**config.mk**
```make
export PLATFORM = sky130hd
export DESIGN_NAME = titan_spi_host
export DESIGN_NICKNAME = d
export VERILOG_FILES = /design/src/rtl/titan_spi_host.sv
export SDC_FILE = /design/constraint.sdc
export NUM_CORES = 1
export LEC_CHECK = 0
export CAP_MARGIN = 10
export CORE_AREA = 5 5 121 145
export CTS_CLUSTER_SIZE = 20
export DETAILED_ROUTE_END_ITERATION = 16
export DIE_AREA = 0 0 126 150
export PLACE_DENSITY = 0.66
export REMOVE_ABC_BUFFERS = 1
export SLEW_MARGIN = 40
export SYNTH_ARGS = -nofsm -noshare
export SYNTH_HDL_FRONTEND = slang
export SYNTH_SLANG_ARGS = --single-unit
```
**constraint.sdc**
```tcl
create_clock -name clk_i -period 2.61 [get_ports clk_i]
set_input_delay 0.261 -clock clk_i [delete_from_list [all_inputs] [get_ports clk_i]]
set_output_delay 0.261 -clock clk_i [all_outputs]
set_load 0.01 [all_outputs]
```
**src/rtl/titan_spi_host.sv**
```systemverilog
// Host-side SPI initiator for the Titan command interface: serializes an
// 8-byte command frame (mode 0, MSB first) and captures up to 4 response bytes.
module titan_spi_host #(
  parameter int CLK_DIV = 4,
  parameter int CS_GAP  = 4
) (
  input  logic        clk_i,
  input  logic        rst_n,
  input  logic        cmd_valid_i,
  output logic        cmd_ready_o,
  input  logic [7:0]  cmd_instruction_i,
  input  logic [23:0] cmd_address_i,
  input  logic [31:0] cmd_value_i,
  input  logic [2:0]  cmd_rsp_bytes_i,
  output logic        rsp_valid_o,
  output logic [31:0] rsp_data_o,
  output logic        busy_o,
  output logic        sclk_o,
  output logic        pico_o,
  input  logic        poci_i,
  output logic        cs_n_o
);

  localparam int DW = $clog2(CLK_DIV);
  localparam int GW = $clog2(CS_GAP + 1);
  localparam logic [DW-1:0] DIV_LAST = DW'(CLK_DIV - 1);
  localparam logic [GW-1:0] GAP_LAST = GW'(CS_GAP - 1);

  typedef enum logic [1:0] {IDLE, SHIFT, HOLD, GAP} state_t;

  state_t        state, state_d;
  logic [DW-1:0] div_cnt;
  logic [GW-1:0] gap_cnt;
  logic [6:0]    bit_cnt;
  logic [6:0]    last_bit;
  logic [63:0]   tx;
  logic [31:0]   cap;
  logic [2:0]    rsp_bytes;
  logic          accept, div_done, gap_done, last_done;

  assign rsp_bytes   = (cmd_rsp_bytes_i > 3'd4) ? 3'd4 : cmd_rsp_bytes_i;
  assign accept      = cmd_valid_i && (state == IDLE);
  assign div_done    = (div_cnt == DIV_LAST);
  assign gap_done    = (gap_cnt == GAP_LAST);
  assign last_done   = div_done && sclk_o && (bit_cnt == last_bit);
  assign cmd_ready_o = (state == IDLE);
  assign busy_o      = (state != IDLE);

  always_ff @(posedge clk_i) begin
    if (!rst_n) state <= IDLE;
    else        state <= state_d;
  end

  always_comb begin
    state_d = state;
    case (state)
      IDLE:  if (accept)    state_d = SHIFT;
      SHIFT: if (last_done) state_d = HOLD;
      HOLD:  if (div_done)  state_d = GAP;
      GAP:   if (gap_done)  state_d = IDLE;
    endcase
  end

  always_ff @(posedge clk_i) begin
    if (!rst_n) begin
      div_cnt     <= '0;
      gap_cnt     <= '0;
      bit_cnt     <= '0;
      last_bit    <= '0;
      tx          <= '0;
      cap         <= '0;
      sclk_o      <= 1'b0;
      pico_o      <= 1'b0;
      cs_n_o      <= 1'b1;
      rsp_valid_o <= 1'b0;
      rsp_data_o  <= '0;
    end else begin
      rsp_valid_o <= 1'b0;
      case (state)
        IDLE: if (accept) begin
          tx       <= {cmd_instruction_i, cmd_address_i, cmd_value_i};
          pico_o   <= cmd_instruction_i[7];
          cs_n_o   <= 1'b0;
          sclk_o   <= 1'b0;
          div_cnt  <= '0;
          bit_cnt  <= '0;
          cap      <= '0;
          last_bit <= 7'd63 + {1'b0, rsp_bytes, 3'b000};
        end
        SHIFT: begin
          div_cnt <= div_done ? '0 : div_cnt + 1'b1;
          if (div_done) begin
            if (!sclk_o) begin
              sclk_o <= 1'b1;
              // Only response bytes (bit index >= 64) land in the capture register
              if (bit_cnt[6]) cap <= {cap[30:0], poci_i};
            end else begin
              sclk_o <= 1'b0;
              if (bit_cnt == last_bit) begin
                pico_o <= 1'b0;
              end else begin
                bit_cnt <= bit_cnt + 1'b1;
                tx      <= {tx[62:0], 1'b0};
                pico_o  <= tx[62];
              end
            end
          end
        end
        HOLD: begin
          div_cnt <= div_done ? '0 : div_cnt + 1'b1;
          if (div_done) begin
            cs_n_o      <= 1'b1;
            rsp_valid_o <= 1'b1;
            rsp_data_o  <= cap;
            gap_cnt     <= '0;
          end
        end
        GAP: gap_cnt <= gap_cnt + 1'b1;
      endcase
    end
  end

endmodule

```
# After elaboration in Yosys (flattened, before gate mapping)
# Index checks and enable logic that the tools add are counted.
# totals
inputBits,71
output_inout_bits,38
register_bits,152
# classes
mux,38
eq_ne,15
n_addsub,4
reduce_logical,21
order_cmp,1
# ops
operator,count
two-way mux 63 bit,4
two-way mux 32 bit,4
case mux 63 bit (2 select lines),1
case mux 32 bit (2 select lines),1
two-way mux 7 bit,4
"!= test 2 bit, second input constant",8
case mux 7 bit (2 select lines),1
two-way mux 2 bit,6
AND reduction 2 bit,5
AND reduction 5 bit,2
nonzero test 2 bit,5
two-way mux 1 bit,9
case mux 2 bit (4 select lines),1
AND reduction 4 bit,2
"adder 6 x 6 -> 7 bit, first input constant",1
"adder 7 x 1 -> 7 bit, second input constant",1
== test 7 bit,1
"== test 2 bit, second input constant",3
two-way mux 3 bit,2
case mux 1 bit (2 select lines),3
case mux 3 bit (2 select lines),1
AND reduction 3 bit,2
case mux 2 bit (2 select lines),1
"adder 3 x 1 -> 3 bit, second input constant",1
other kinds (8),10

# Logic depth before layout (Yosys ltp)
# Gate-level depths: netlist (run 1).
# depth
ltp_word,5
mapped_depth,10

# Least setup slack after synthesis (run 1)
# OpenSTA, ideal clock, no wires.
# synth_path
path_kind,register to register
from,register state[0]
to,register bit_cnt[5]
arrival_time_ns,2.055
setup_ns,0.076
n_path_buf,0
synth_period_minus_slack_ns,2.130
stages_incl_launch_ff,8
path_slack_ns,0.480
cell_sequence,dfxtp_1 > inv_1 > ha_1 > mux2i_1 > a21oi_1 > nand2_1 > or4b_2 > a31oi_1
# synth_between
elab_chain_cells,4
elab_cells_between_ends,10
classes_between,eq/ne: 5; mux: 1; reduce/logical: 4
# synth_rtl
element,line_no,rtl
from (decl),31,"state_t state, state_d;"
from (signal assigned),51,else state <= state_d;
zero test 2 bit (*),n/a,
via cmd_ready_o,10,"output logic cmd_ready_o,"
logical AND 1 bit,42,assign accept = cmd_valid_i && (state == IDLE);
!= test 2 x 1 -> 1 bit (no line),n/a,
AND reduction 5 bit (no line),n/a,
to (signal assigned),102,bit_cnt <= bit_cnt + 1'b1;
to (decl),34,logic [6:0] bit_cnt;
# The timed path passes the listed nets; every way through them passes the cells marked *.
# A chain may end at the register's enable or synchronous reset.

# Final worst setup path (run 1)
# layout_path
from,register state[0]
to,register tx[33]
# layout_between
elab_chain_cells,4
elab_cells_between_ends,10
classes_between,eq/ne: 5; mux: 1; reduce/logical: 4
# layout_rtl
element,line_no,rtl
zero test 2 bit,"42, 79",
logical AND 1 bit,42,
!= test 2 x 1 -> 1 bit (no line),n/a,
AND reduction 5 bit (no line),n/a,
to (signal assigned),81,"tx <= {cmd_instruction_i, cmd_address_i, cmd_value_i};"
to (signal assigned),103,"tx <= {tx[62:0], 1'b0};"
to (decl),36,logic [63:0] tx;
# Several ways; a longest one is shown, not always the timed one.

==> metrics.cfg, run 1 <==
[global_routing]
grtUsageTotal_pct = 15.4
grt_overflow = 0
grt_max_degree = 59
grt_pass1_wl_mm = 24.1
grt.busiest_layer = met2
grtUsageMet1_pct = 18.7
grtUsageMet2_pct = 25.6
grt_use_met3_pct = 4.11
grt_antenna_before_repair = 0
first_global_vias = 5252

[synth]
yosysTopAreaCell = dfxtp_1
synthFlopType = dfxtp_1
netlist.area_leader.share_pct = 44.7
synth_edf_count = 0
ys_warn_count = 0
synthMostInstantiatedCell = dfxtp_1
synth_cells = 727
synthArstFlopShare_pct = 0
avgSynthCellArea_um2 = 9.25
synth_area_leaders = dfxtp_1 45%, a211oi_2 12%, mux2i_1 10%
syn-cell-area_um2 = 6720
synth_cell_types = 49
ys_seq_area_share_pct = 44.7
ys_top_cells_by_count = 150 x dfxtp_1, 115 x nand2_1, 77 x nor2_1, 74 x a21oi_1, 68 x mux2i_1
ys_ff_latch = 150

[route]
vias_per_cell = 5.12
vias = 5280
ant_nets = 0
drtIter0Drc = 376
dr.pass1.iters = 5
wl_per_cell_um = 13.8
totalWireLength_mm = 14.2
route.detailed.drc = 0

[critical_path]
cp_top_family = compound AO/OA/AOI/OAI gates
r2r_slack_ns = 0.24
worstPathMaxFanout = 43
worstPathArrival_ns = 2.71
startpoint_type = register
crit_top_cell = buf_12
crit_chain = inv_1, ha_1, mux2i_1, a21o_1, a31oi_4, buf_12, buf_12, nor2_1, a211oi_2
crit_buf_inv = 3
path_class = register to register
slowest_delay_ns = 0.43
critPathCaptureType = register
slowest_stage = dfxtp_1
cp.required_ns = 2.95

[power]
power_density_nw_per_um2 = 984
power.internal_mw = 5.49
switchingPower_mw = 2.92
combPwrFrac_pct = 33.9
switching_share_pct = 34.7
leakage_nw = 2.92
peakVddDrop_uv = 441
pwr-share-clk_pct = 30.2
p_total_mw = 8.41
power.share.sequential_pct = 35.8

[final_layout]
drive_above_1_share_pct = 14.4
area_growth_pct = 27.2
antenna_cells = 0
nets = 887

[clock_network]
cts_setup_buffers = 0
cts_sinks = 150
path_clk_slew_ns = 0.06
htreeDepth = 4
clock_latency_ns = 0.43
cts_buffers = 17
cts_buffer_depth = 2
ctsHoldBuffers = 0
cts_tree = done
root_buffer = clkbuf_16
cts-resized-gates = 0

[sta]
clock.fmax_ghz = 0.422
finalSetupViolCount = 0
slew_headroom_pct = 48.4
rsz0062_at_grt = no
finalHoldViolations = 0
whs_ns = 0.448
fin_crit_sh_pct = 90.7
skew_ns = 0.00760
fin_crit_ns = 2.37
tightestPinTransition_ns = 0.772
slew_viol_final = 0

[floorplanning]
coreArea_um2 = 16100
die_y_um = 150
ios = 109
die_area_um2 = 18900
fp-row-count = 51
start_util_pct = 41.8
die_w_um = 126

[placed_design]
place.gp.congestion = 0.757
io_buffers = 108
hpwl_mm = 9.93

[worst_hold_path]
hold_class = input port to register

[flow_run]
cap_viol_max_count = 0

[status]
status = complete, no violations

## kinds of logic after synthesis
logic type	after synthesis	synth area share, %
compound gates	171	21.0
xor+xnor	7	0.912
fa+ha+maj	10	1.86
buf+inv	69	5.49
flops	150	44.7
mux	69	10.3
simple gates	251	15.8
## metrics by stage
| stage | area, um2 | instances | utilization, % | setup TNS (ns) | setup WS (ns) |
|---|---|---|---|---|---|
| floorplan | 6380 | 665 | - | -556.69 | -6.61 |
| global placement | 7930 | 999 | 49.3 | 0 | 0.307 |
| detailed placement | 7930 | 999 | 49.3 | 0 | 0.239 |
| CTS | 8550 | 1031 | 53.2 | 0 | 0.213 |
| global route | 8550 | 1031 | 53.2 | 0 | 0.0846 |
| finish | 8550 | 1031 | 53.2 | 0 | 0.242 |
## tightest hold or removal path, stage by stage
cell and delay (ns):
clkdlybuf4s50_1 0.42, nand2_1 0.08, a21oi_1 0.05
## layer usage
layer  part of all wire [%]  routed length (um)
met1                     44                6200
met2                     49                6980
met3                    5.0                 717
met4                    2.4                 345
met5                      0                   0
## cells in the final DEF, fill, tap and decap left out, types with 8 or more instances in the layout
cell type and count:
a211oi_2 62, a21oi_1 74, buf_4 8, clkbuf_16 17, clkdlybuf4s50_1 108, dfxtp_1 150
ha_1 9, mux2i_1 68, nand2_1 115, nand3_1 34, nor2_1 77, o21ai_0 9
## power by group through the flow
stage	registers [mW]	clock network, mW	logic (mW)
2_1_floorplan	2.95	0	2.28
3_3_place_gp	3.04	0	2.78
3_5_place_dp	3.06	0	2.88
4_1_cts	3.02	2.60	2.89
5_1_grt	3.07	2.71	3.16
6_report	3.01	2.54	2.86
## flip-flops by register name, indices dropped and copies added, names as in the netlist
signal and cells:
sclk_o 1, rsp_valid_o 1, last_bit 5, rsp_data_o 32, bit_cnt 7, gap_cnt 3, state 2, tx 63
pico_o 1, div_cnt 2, cs_n_o 1, cap 32
## cell type report
| cell class | count | area, um2 |
|---|---|---|
| tap | 212 | 265 |
| multi-input combinational | 508 | 3370 |
| inverter | 7 | 31.3 |
| fill | 1499 | 7530 |
| clock inverter | 14 | 191 |
| timing repair buffer | 122 | 1260 |
| sequential | 150 | 3000 |
| clock buffer | 18 | 429 |
## worst paths after layout
check / depth (start not counted) / to / startpoint
hold reg to reg: 2 / rsp_data_o[29]$_SDFFE_PN0P_ / rsp_data_o[29]$_SDFFE_PN0P_
hold / removal: 3 / tx[0]$_SDFFE_PN0P_ / cmd_value_i[0]
setup / recovery: 9 / tx[33]$_SDFFE_PN0P_ / state[0]$_SDFFE_PN0P_
setup reg to reg: 9 / tx[33]$_SDFFE_PN0P_ / state[0]$_SDFFE_PN0P_
No activity file was read; power rests on OpenSTA's default activity.
==> run 2: changes to the inputs <==
--- a/config.mk
+++ b/config.mk
@@ -12,6 +12,7 @@
 export DIE_AREA = 0 0 126 150
 export PLACE_DENSITY = 0.66
 export REMOVE_ABC_BUFFERS = 1
+export SKIP_CTS_REPAIR_TIMING = 1
 export SLEW_MARGIN = 40
 export SYNTH_ARGS = -nofsm -noshare
 export SYNTH_HDL_FRONTEND = slang
==> results of run 2 <==
The final DEF is identical to that of run 1; final timing and power are the same.
==> RTL edit: new RTL, flow settings as in run 1 <==
Set the parameter `CS_GAP` to 2 (it was 4).
--- a/src/rtl/titan_spi_host.sv
+++ b/src/rtl/titan_spi_host.sv
@@ -4,3 +4,3 @@
   parameter int CLK_DIV = 4,
-  parameter int CS_GAP  = 4
+  parameter int CS_GAP  = 2
 ) (
Formal check against the unedited RTL: no difference found for any inputs over 4 cycles, from zero or initial values and one cycle with rst_n low; that may be too few to reach the edited logic, so the function may still have changed.
==> RTL edit against run 1 <==
- cell area decreased by 2.5%
- setup slack improved by 0.13 ns
- largest power group unchanged
- synthesized area decreased by 3.1%
- routed wire length decreased by 1.6%
- sequential cell count decreased by 1
- utilization decreased by 1.3 points
- first-iteration DRC count increased by 20%
- power decreased by 3.9%
==> RTL edit: results (changes against run 1) <==
layout cells sized above 1 0.143 (was 0.144); Synth Area in XOR/XNOR 0.00806 (was 0.00912); r2r setup slk 0.38 ns (was 0.24 ns); routed wl met3 804 um (was 717 um); Post-synth top cells dfxtp_1 (149), nand2_1 (107), nor2_1 (79) (was dfxtp_1 (150), nand2_1 (115), nor2_1 (77)); Clock power frac 0.279 (was 0.302); min-delay src rsp_data_o[11]$_SDFFE_PN0P_ (was cmd_value_i[0]); status finished, final reports clean (unchanged); GR Util met3 0.0443 (was 0.0411); Final HPWL DP 9.48 mm (was 9.93 mm); Vias 5201 (was 5280); Int Power 5.26 mW (was 5.49 mW); crit-path max FO 61 (was 43); routability-driven placement congestion ratio 0.797 (was 0.757); worst slack, placed 0.392 ns (was 0.239 ns); largest net degree at the start of global routing 74 (was 59); Std-Cell Rows 51 (unchanged); Hold Path Class reg -> reg (was in -> reg); Multi-input gate area 0.00326 mm2 (was 0.00337 mm2); Pleak 2.86 nW (was 2.92 nW); Critical Path AT 2.57 ns (was 2.71 ns); Synth cell types 38 (was 49); GRT met1 Usage 0.182 (was 0.187); Signal buf overhead 0.150 (was 0.147); final sequential cell count 149 (was 150); Reg2Reg Capture Point tx[32]$_SDFFE_PN0P_ (was tx[33]$_SDFFE_PN0P_); vias in the first global route 5039 (was 5252); Post-Route Skew 0.00809 ns (was 0.00760 ns); sequential share of cell area 0.358 (was 0.351); met2 wire len 6.85 mm (was 6.98 mm); met2 GRT Util 0.247 (was 0.256); area post-placement 0.00779 mm2 (was 0.00793 mm2); sequential share of the synthesized area 0.458 (was 0.447); top post-synthesis cells by area dfxtp_1 (46%), a211oi_2 (12%), mux2i_1 (11%) (was dfxtp_1 (45%), a211oi_2 (12%), mux2i_1 (10%)); area share of fa/ha/maj cells after synthesis 0.0173 (was 0.0186); wire per inst 13.9 um (was 13.8 um); drt initial violations 451 (was 376); Worst Tran Pin Value 0.569 ns (was 0.772 ns); Net count, final 868 (was 887); global-route wire length before repair 23.4 mm (was 24.1 mm); total track usage 0.151 (was 0.154); clock network share of area 0.0660 (was 0.0725); cells on worst reg2reg path 8 (was 9); fmax 448 MHz (was 422 MHz); Max IR drop VDD 0.000727 V (was 0.000441 V); Compound-Gate Fraction of Synth Area 0.209 (was 0.210); multi-input gate count 491 (was 508)
-- RTL edit: changes by cell type in the layout (fill, tap and decap cells not counted), sizes merged, moves of 3 or more --
cell / run 1 / this run
a21oi: 74 / 71
inv: 13 / 8
nand2: 116 / 107
o21a: 0 / 3
nand3: 34 / 39
clkinv: 4 / 7
-- RTL edit: metrics by stage --
step,hold slack [ns],instances,util
after floorplan,0.337,647,-
after global placement,0.442,981,0.485
after detailed placement,0.447,981,0.485
after CTS,0.436,1012,0.519
after global routing,0.449,1012,0.519
final,0.454,1012,0.519
-- RTL edit: worst min path at each step --
stage,end,slack (ns),cells past startpoint
after floorplan,cs_n_o$_SDFFE_PN1P_,0.34,1
after global routing,cap[0]$_SDFFE_PN0P_,0.45,3
final,rsp_data_o[11]$_SDFFE_PN0P_,0.45,2
after CTS,cap[0]$_SDFFE_PN0P_,0.44,3
after detailed placement,rsp_data_o[11]$_SDFFE_PN0P_,0.45,2
after global placement,cap[31]$_SDFFE_PN0P_,0.44,2
